===== src/rtl/pipe_hazard_ctrl.sv =====
// Hazard controller for the 16-bit five-stage core: EX/MA destination scoreboard, RAW forwarding selects,
// load-use stall, taken-branch flush and RAM-busy freeze. Define PIPE_HAZARD_FWD_EN to enable forwarding.
module pipe_hazard_ctrl #(
    parameter logic [15:0] NOP_WORD = 16'h0000
) (
    input  logic        clk,
    input  logic        rst,
    input  logic [15:0] id_instr,
    input  logic        id_valid,
    input  logic        br_taken,
    input  logic        ram_busy,
    output logic        stall_if_id,
    output logic        bubble_ex,
    output logic        flush_if_id,
    output logic        freeze,
    output logic [1:0]  fwd_op1_sel,
    output logic [1:0]  fwd_op2_sel,
    output logic        fwd_ram_sel
);

    typedef enum logic [1:0] {RUN, LDSTALL, FLUSH, FREEZE} state_t;

    state_t      state_q;
    state_t      resume_q;
    state_t      cur;

    logic        id_real;
    logic [3:0]  opc;
    logic [2:0]  f_rs, f_rt, f_rd;
    logic [2:0]  src1, src2, dst;
    logic        is_ld, is_sw;

    // Scoreboard; MA needs no load flag since MA/WB already carries load data.
    logic        ex_v, ex_ld, ma_v;
    logic [2:0]  ex_reg, ma_reg;

    logic        ex_hit1, ex_hit2, ma_hit1, ma_hit2;
    logic        load_use, raw_any, hazard, owed, advance;
    logic [1:0]  op1_next, op2_next;
    logic        ram_next, ram_pend;

    assign id_real = id_valid && (id_instr != NOP_WORD);
    assign opc     = id_instr[15:12];
    assign f_rs    = id_instr[11:9];
    assign f_rt    = id_instr[8:6];
    assign f_rd    = id_instr[5:3];

    // Register 0 is encoded as "no register", so r0 can never match.
    always_comb begin
        src1  = '0;
        src2  = '0;
        dst   = '0;
        is_ld = 1'b0;
        is_sw = 1'b0;
        case (opc)
            4'd0: begin
                src1 = f_rs;
                src2 = f_rt;
                dst  = f_rd;
            end
            4'd1, 4'd3: begin
                src1 = f_rt;
                dst  = f_rs;
            end
            4'd4: begin
                src1  = f_rs;
                dst   = f_rt;
                is_ld = 1'b1;
            end
            4'd5: begin
                src1  = f_rs;
                src2  = f_rt;
                is_sw = 1'b1;
            end
            4'd6: begin
                src1 = f_rs;
                src2 = f_rt;
            end
            default: ;
        endcase
        if (!id_real) begin
            src1  = '0;
            src2  = '0;
            dst   = '0;
            is_ld = 1'b0;
            is_sw = 1'b0;
        end
    end

    assign ex_hit1 = (src1 != 3'd0) && ex_v && (ex_reg == src1);
    assign ex_hit2 = (src2 != 3'd0) && ex_v && (ex_reg == src2);
    assign ma_hit1 = (src1 != 3'd0) && ma_v && (ma_reg == src1);
    assign ma_hit2 = (src2 != 3'd0) && ma_v && (ma_reg == src2);

    assign load_use = ex_ld && (ex_hit1 || (ex_hit2 && !is_sw));
    assign raw_any  = ex_hit1 || ex_hit2 || ma_hit1 || ma_hit2;

`ifdef PIPE_HAZARD_FWD_EN
    function automatic logic [1:0] fwd_pick(input logic ex_hit, input logic ma_hit, input logic ex_is_ld);
        if (ex_hit)
            return ex_is_ld ? 2'b00 : 2'b01;
        if (ma_hit)
            return 2'b10;
        return 2'b00;
    endfunction

    assign hazard   = load_use;
    assign op1_next = advance ? fwd_pick(ex_hit1, ma_hit1, ex_ld) : 2'b00;
    assign op2_next = advance ? fwd_pick(ex_hit2, ma_hit2, ex_ld) : 2'b00;
    assign ram_next = advance && is_sw && ex_hit2 && ex_ld;
`else
    // load_use is a subset of raw_any; without forwarding every RAW match stalls.
    assign hazard   = load_use || raw_any;
    assign op1_next = 2'b00;
    assign op2_next = 2'b00;
    assign ram_next = 1'b0;
`endif

    // A branch that arrived while frozen is owed and executes on the first unfrozen cycle.
    assign owed = (state_q == FREEZE) && (resume_q == FLUSH);

    always_comb begin
        cur = RUN;
        if (!rst)
            cur = RUN;
        else if (ram_busy)
            cur = FREEZE;
        else if (br_taken || owed)
            cur = FLUSH;
        else if (hazard)
            cur = LDSTALL;
    end

    assign freeze      = (cur == FREEZE);
    assign flush_if_id = (cur == FLUSH);
    assign stall_if_id = (cur == LDSTALL);
    assign bubble_ex   = (cur == FLUSH) || (cur == LDSTALL);
    assign advance     = (cur == RUN) && id_real;

    always_ff @(posedge clk) begin
        if (!rst) begin
            state_q     <= RUN;
            resume_q    <= RUN;
            ex_v        <= 1'b0;
            ex_reg      <= '0;
            ex_ld       <= 1'b0;
            ma_v        <= 1'b0;
            ma_reg      <= '0;
            fwd_op1_sel <= '0;
            fwd_op2_sel <= '0;
            ram_pend    <= 1'b0;
            fwd_ram_sel <= 1'b0;
        end else if (cur == FREEZE) begin
            state_q <= FREEZE;
            if (br_taken || owed)
                resume_q <= FLUSH;
            else if (state_q != FREEZE)
                resume_q <= state_q;
        end else begin
            state_q     <= cur;
            resume_q    <= RUN;
            ma_v        <= ex_v;
            ma_reg      <= ex_reg;
            ex_v        <= advance && (dst != 3'd0);
            ex_reg      <= advance ? dst : 3'd0;
            ex_ld       <= advance && is_ld;
            fwd_op1_sel <= op1_next;
            fwd_op2_sel <= op2_next;
            ram_pend    <= ram_next;
            fwd_ram_sel <= ram_pend;
        end
    end

endmodule


===== config.mk =====
export PLATFORM = sky130hd
export DESIGN_NAME = pipe_hazard_ctrl
export DESIGN_NICKNAME = d
export VERILOG_FILES = /design/src/rtl/pipe_hazard_ctrl.sv
export SDC_FILE = /design/constraint.sdc
export NUM_CORES = 1
export LEC_CHECK = 0
export CAP_MARGIN = 25
export CORE_MARGIN = 4
export CORE_UTILIZATION = 35
export CTS_CLUSTER_SIZE = 8
export DETAILED_ROUTE_END_ITERATION = 16
export GPL_ROUTABILITY_DRIVEN = 0
export PLACE_DENSITY = 0.6
export REMOVE_ABC_BUFFERS = 1
export SLEW_MARGIN = 30
export SYNTH_ARGS = -nofsm -noshare
export SYNTH_HDL_FRONTEND = slang
export SYNTH_SLANG_ARGS = --single-unit
export TNS_END_PERCENT = 30

===== constraint.sdc =====
create_clock -name clk -period 6.6 [get_ports clk]
set_input_delay 1.32 -clock clk [delete_from_list [all_inputs] [get_ports clk]]
set_output_delay 1.32 -clock clk [all_outputs]
set_load 0.02 [all_outputs]

Yosys cells after proc, flatten, opt, wreduce, memory -nomap -nowiden:

Index checks and enable logic that the tools add are counted.

* reductions and logical operators: 35
* muxes and demuxes: 18
* bitwise operators: 2
* eq/ne operators: 15

Operators by type and width (number)
* $reduce_bool 16->1: 1
* $logic_and 1x1->1: 15
* $mux 3: 5
* $eq 3x3->1: 4
* $eq 4x3->1 const B: 3
* $mux 2: 6
* $pmux 3 s3: 1
* $reduce_bool 3->1: 3
* $eq 2x2->1 const B: 4
* $logic_or 1x1->1: 7
* $pmux 3 s2: 1
* $reduce_or 3->1: 2
* $mux 1: 5
* $eq 4x1->1 const B: 1
* $eq 4x2->1 const B: 1
* $logic_not 4->1: 1
* $reduce_or 4->1: 1
* $eq 2x1->1 const B: 1
* $logic_not 2->1: 1
* $ne 2x2->1 const B: 1
* $not 1->1: 2
* $reduce_and 2->1: 1
* $reduce_bool 2->1: 1
* $reduce_or 2->1: 1
* $logic_not 1->1: 1

* word-level logic and storage cells: 78
* register bits: 13
* input bits: 21

Logic depth before layout (Yosys ltp):

Gate-level depths: netlist (run 1).

* depth after elaboration: 18
* depth in mapped cells: 12

Worst setup path after synthesis (run 1):

Ideal clock, no wire load.

* kind: in2out
* start: input id_instr[7]
* end: output bubble_ex
* data required time: 5.280 ns
* stages: 7
* data arrival time: 3.109 ns
* setup slack: 2.171 ns
* path buffers: 1
* path through: clkbuf_1 > or4_1 > nor4_4 > nor3b_1 > and3_1 > a211oi_1 > ha_1

* longest elaborated chain between the ends: 16
* elaborated cells between the ends (all ways): 36

Ends and longest elaborated chain
* start, declared: RTL line 8 `input logic [15:0] id_instr,`
* $reduce_bool 16->1: RTL line 42 `assign id_real = id_valid && (id_instr != NOP_WORD);`
* $logic_and 1x1->1: RTL line 42
* $mux 3: RTL line 81 `if (!id_real) begin`
* $reduce_bool 3->1, on equally long branches
* $logic_and 1x1->1, on equally long branches (2 in series): RTL line 91, 90
* $logic_and 1x1->1 or $logic_or 1x1->1 (tied branches): RTL line 95, 96
* $logic_or 1x1->1, on equally long branches: RTL line 95, 96
* $logic_and 1x1->1 or $logic_or 1x1->1 (tied branches): RTL line 95, 96
* $logic_or 1x1->1 *: RTL line 113 `assign hazard = load_use || raw_any;`
* $mux 1 *: RTL line 130 `else if (hazard)`
* $mux 2 *: RTL line 128 `else if (br_taken || owed)`
* $mux 2 *: RTL line 126 `else if (ram_busy)`
* $mux 2 *: RTL line 124 `if (!rst)`
* $eq 2x2->1 or $eq 2x1->1 (tied branches): RTL line 137 `assign bubble_ex = (cur == FLUSH) || (cur == LDSTALL);`
* $logic_or 1x1->1 *: RTL line 137
* end, declared: RTL line 13 `output logic bubble_ex,`

Mark *: on every way between the ends. The rest lies on a longest branch, timed or not.

Final worst setup path (run 1):

* start: input id_instr[14]
* end: output bubble_ex

* longest elaborated chain between the ends: 17
* elaborated cells between the ends (all ways): 46

Ends and longest elaborated chain
* $eq 4x3->1 (tied with other cells): RTL line 55 `case (opc)`
* $reduce_or 4->1 (no source line) (tied with other cells)
* $pmux 3 s2 or $mux 3 (tied branches): RTL line 55
* $mux 3: RTL line 81
* $reduce_bool 3->1, on equally long branches
* $logic_and 1x1->1, on equally long branches (2 in series): RTL line 90, 91
* $logic_or 1x1->1 or $logic_and 1x1->1 (tied branches): RTL line 96, 95
* $logic_or 1x1->1, on equally long branches: RTL line 96, 95
* $logic_or 1x1->1 or $logic_and 1x1->1 (tied branches): RTL line 96, 95
* $logic_or 1x1->1 *: RTL line 113
* $mux 1 *: RTL line 130
* $mux 2 *: RTL line 128
* $mux 2 *: RTL line 126
* $mux 2 *: RTL line 124
* $eq 2x2->1 or $eq 2x1->1 (tied branches): RTL line 137
* $logic_or 1x1->1 *: RTL line 137

Marked as above.

==> qor.txt, run 1 <==
STATUS
----------------------------------------------------------------------------------------------------
Status ................................................................................ complete, no violations

CTS
----------------------------------------------------------------------------------------------------
Maximum number of buffers from clock root to sink .....................................            2
CTS tree ..............................................................................         done
Number of buffers inserted by hold repair at cts ......................................            0
CTS H-tree depth ......................................................................            1
Setup Fix Bufs, Post-CTS ..............................................................            0
Number of instances resized during post-cts repair ....................................            0
Clock-pin slew reported for the worst setup and hold paths after clock tree synthesis .        70 ps
Number of buffers inserted during clock tree synthesis ................................            3
Cell at the root of the clock tree .................................................... sky130_fd_sc_hd__clkbuf_4
Clock Latency Late Sink ...............................................................       270 ps
Total number of clock tree sinks ......................................................           12

SETUP PATH
----------------------------------------------------------------------------------------------------
Type of element capturing the critical path ...........................................   output pin
Critical Path RT ......................................................................      5280 ps
Maximum single-stage delay on the critical path .......................................       600 ps
Count of buffering cells on the critical path with inverters included .................            2
WS Path Type .......................................................................... input pin to output pin
Worst setup SP type ...................................................................    input pin
Critical path cell sequence ........................................................... clkdlybuf4s50_1 -> nand2b_2 -> a221oi_1 -> nor4b_1 -> o211a_1 -> o2111a_1 -> a211oi_1 -> ha_1 -> clkdlybuf4s50_1
Crit-path leading delay family ........................................................ compound AO/OA/AOI/OAI gates
Slowest library cell on the worst path ................................................ sky130_fd_sc_hd__clkdlybuf4s50_1
Crit path top cell by count ........................................................... sky130_fd_sc_hd__clkdlybuf4s50_1
Highest fanout seen on the critical path ..............................................           11
Signal arrival time at the worst endpoint .............................................      4460 ps

SYNTHESIS
----------------------------------------------------------------------------------------------------
Most used flip-flop cell after synthesis .............................................. sky130_fd_sc_hd__dfxtp_1
Number of enable-type register cells in the synthesized netlist .......................            0
Average footprint of a synthesized cell ...............................................     8.60 um2
Count of distinct cell types in the synthesized netlist ...............................           58
Async set-or-reset flop fraction in the synthesized netlist ...........................           0%
Cell area after technology mapping ....................................................     1230 um2
Number of register bits inferred by synthesis .........................................           12
Post-synthesis sequential area ratio ..................................................        19.5%
Gate count of the mapped netlist ......................................................          143
Number of warnings printed during yosys synthesis .....................................            0

TIMING
----------------------------------------------------------------------------------------------------
Clk_skew ..............................................................................     0.299 ps
Period utilisation layout .............................................................        87.5%
Endpoints failing setup ...............................................................            0
Final critical path time including I/O delays and setup ...............................      5780 ps
Setup TNS after final layout ..........................................................         0 ps
Fmax ..................................................................................      173 MHz
Number of hold violations in the final report .........................................            0
Transition at the pin with the smallest max-transition slack ..........................       523 ps
Hold Slack ............................................................................       513 ps
Worst slew slack as a fraction of its limit ...........................................        65.0%
Setup repair after global routing missed its margin ...................................           no
Final number of max-transition violations .............................................            0

HOLD PATH
----------------------------------------------------------------------------------------------------
Worst hold path type .................................................................. flip-flop to flip-flop

FINISH
----------------------------------------------------------------------------------------------------
Most common cell after layout, fill and taps aside .................................... sky130_fd_sc_hd__clkdlybuf4s50_1
# nets final ..........................................................................          190
Final antenna diode count .............................................................            0
Ratio of cells with drive above 1 in the final layout .................................        9.88%
Most used cells in the layout excluding fill and tap cells ............................ sky130_fd_sc_hd__clkdlybuf4s50_1 (24), sky130_fd_sc_hd__nor2b_1 (12), sky130_fd_sc_hd__dfxtp_1 (12)
Post-synthesis to final-layout area growth ............................................        21.5%

FLOORPLANNING
----------------------------------------------------------------------------------------------------
Total core area .......................................................................     3360 um2
Die extent in y .......................................................................      67.3 um
Starting Density ......................................................................        36.6%
I/O pins ..............................................................................           30
Cell Rows .............................................................................           21
Area of the die .......................................................................     4530 um2
Horiz. Die Dim ........................................................................      67.3 um

ROUTE
----------------------------------------------------------------------------------------------------
Drt first pass iters ..................................................................            4
Post-route DRC violation count ........................................................            0
Number of routed nets with antenna violations .........................................            0
Total vias in the final route .........................................................        1,128
Detailed-route wire length ............................................................      2.97 mm
Initial DRC count .....................................................................           64
Vias per Instance .....................................................................         5.42
Drt wl/cell ...........................................................................      14.3 um

PLACEMENT
----------------------------------------------------------------------------------------------------
Post-detail-place hpwl ................................................................      2.34 mm
Port Buffer Count .....................................................................           24

GLOBAL ROUTE
----------------------------------------------------------------------------------------------------
Largest net degree at the start of global routing .....................................           17
Antenna violations before repair ......................................................            0
Grt ovf ...............................................................................            0
Total global routing track utilization ................................................        14.2%
Wire length of the first global-routing pass ..........................................      5.04 mm
Number of global-route vias before repair .............................................        1,083

POWER
----------------------------------------------------------------------------------------------------
LEAKAGE ...............................................................................  0.000533 uW
Highest ir drop seen on vdd ...........................................................  0.0000773 V
Total power consumption of the routed design ..........................................       179 uW
Pwr per Cell Area .....................................................................   120 nW/um2

JOB
----------------------------------------------------------------------------------------------------
Max-capacitance violation count .......................................................            0

[cells by family after synthesis]
logic type	count (synthesis)	share of synthesized area, %
buffers and inverters	15	6.71
AO/OA/AOI/OAI	32	22.9
AND/OR/NAND/NOR	65	35.2
XOR/XNOR	6	4.27
multiplexers	7	6.00
flip-flops	12	19.5
adder cells (fa/ha/maj)	5	5.09
other	1	0.305
[power by group]
| group | total, uW | internal, uW | switching [uW] |
|---|---|---|---|
| clock network | 44.6 | 21.1 | 23.4 |
| registers | 74.3 | 73.4 | 0.860 |
| logic | 59.8 | 28.4 | 31.4 |
[stage by stage]
step	area, um2	worst slack, ps	utilization [%]	cells
final	1490	823	44.4	208
after global routing	1490	603	44.4	208
after CTS	1490	803	44.4	208
after detailed placement	1470	807	43.8	205
after global placement	1470	848	43.8	205
after floorplan	1170	2220	-	135
[synth_stat cells, types with 2 or more instances]
cell / n / area share (%)
sky130_fd_sc_hd__o21a_1: 4 / 2.4
sky130_fd_sc_hd__nor2b_1: 12 / 6.1
sky130_fd_sc_hd__mux2i_1: 4 / 3.3
sky130_fd_sc_hd__and2_1: 3 / 1.5
sky130_fd_sc_hd__a22oi_1: 4 / 2.4
sky130_fd_sc_hd__o21ai_0: 2 / 0.81
sky130_fd_sc_hd__and3b_1: 2 / 1.4
sky130_fd_sc_hd__nand3_1: 3 / 1.2
sky130_fd_sc_hd__nor3b_1: 5 / 3.1
sky130_fd_sc_hd__or4_1: 2 / 1.2
sky130_fd_sc_hd__dfxtp_1: 12 / 20
sky130_fd_sc_hd__nand2b_1: 4 / 2.0
sky130_fd_sc_hd__clkbuf_1: 2 / 0.61
sky130_fd_sc_hd__nor2_1: 7 / 2.1
sky130_fd_sc_hd__a21oi_1: 2 / 0.81
sky130_fd_sc_hd__nor3_1: 4 / 1.6
sky130_fd_sc_hd__xnor2_1: 3 / 2.1
sky130_fd_sc_hd__a211o_1: 2 / 1.4
sky130_fd_sc_hd__buf_2: 2 / 0.81
sky130_fd_sc_hd__nor4b_1: 4 / 2.8
sky130_fd_sc_hd__nand3b_1: 2 / 1.2
sky130_fd_sc_hd__xor2_1: 3 / 2.1
sky130_fd_sc_hd__mux2_2: 3 / 2.7
sky130_fd_sc_hd__inv_1: 3 / 0.92
sky130_fd_sc_hd__nor4_1: 4 / 2.0
sky130_fd_sc_hd__ha_1: 5 / 5.1
sky130_fd_sc_hd__buf_4: 6 / 3.7
sky130_fd_sc_hd__nand2_1: 3 / 0.92
sky130_fd_sc_hd__o21bai_1: 2 / 1.2
[worst min-delay path, cell delays in order, from the launching register on]
cell	delay, ps
sky130_fd_sc_hd__dfxtp_1	310
sky130_fd_sc_hd__nor2b_1	100
sky130_fd_sc_hd__nor4b_1	60
[layer usage]
| metal | share of wire (%) | wire length [um] | up-vias | global-route usage (%) |
|---|---|---|---|---|
| li1 | - | - | 563 | - |
| met1 | 49 | 1440 | 526 | 19.2 |
| met2 | 45 | 1330 | 32 | 23.2 |
| met3 | 4.4 | 132 | 7 | 1.50 |
| met4 | 2.1 | 63 | 0 | 5.57 |
| met5 | 0 | 0 | - | 0 |
[final timing paths]
| path | from | endpoint | slack [ps] | depth (start not counted) |
|---|---|---|---|---|
| worst max-delay path | id_instr[14] | bubble_ex | 820 | 9 |
| worst min-delay path | resume_q[0] | resume_q[0] | 510 | 2 |
| worst max register to register | state_q[0] | ex_reg[0] | 3760 | 10 |
| worst min register to register | resume_q[0] | resume_q[0] | 510 | 2 |
[final cells by class]
cell class,count,area [um2]
tap,46,57.6
inverter,3,11.3
fill,357,1870
multi-input combinational,120,922
sequential,12,240
timing repair buffer,24,240
clock buffer,3,22.5
No activity file was read; power rests on OpenSTA's default activity.
==> inputs of run 2 (changes only) <==
--- a/config.mk
+++ b/config.mk
@@ -8,6 +8,7 @@
 export CAP_MARGIN = 25
 export CORE_MARGIN = 4
 export CORE_UTILIZATION = 35
+export CTS_BUF_LIST = sky130_fd_sc_hd__clkbuf_4 sky130_fd_sc_hd__clkbuf_8
 export CTS_CLUSTER_SIZE = 8
 export DETAILED_ROUTE_END_ITERATION = 16
 export GPL_ROUTABILITY_DRIVEN = 0
==> results of run 2 <==
Same layout as run 1: the final DEF is identical, and so are final timing and power.
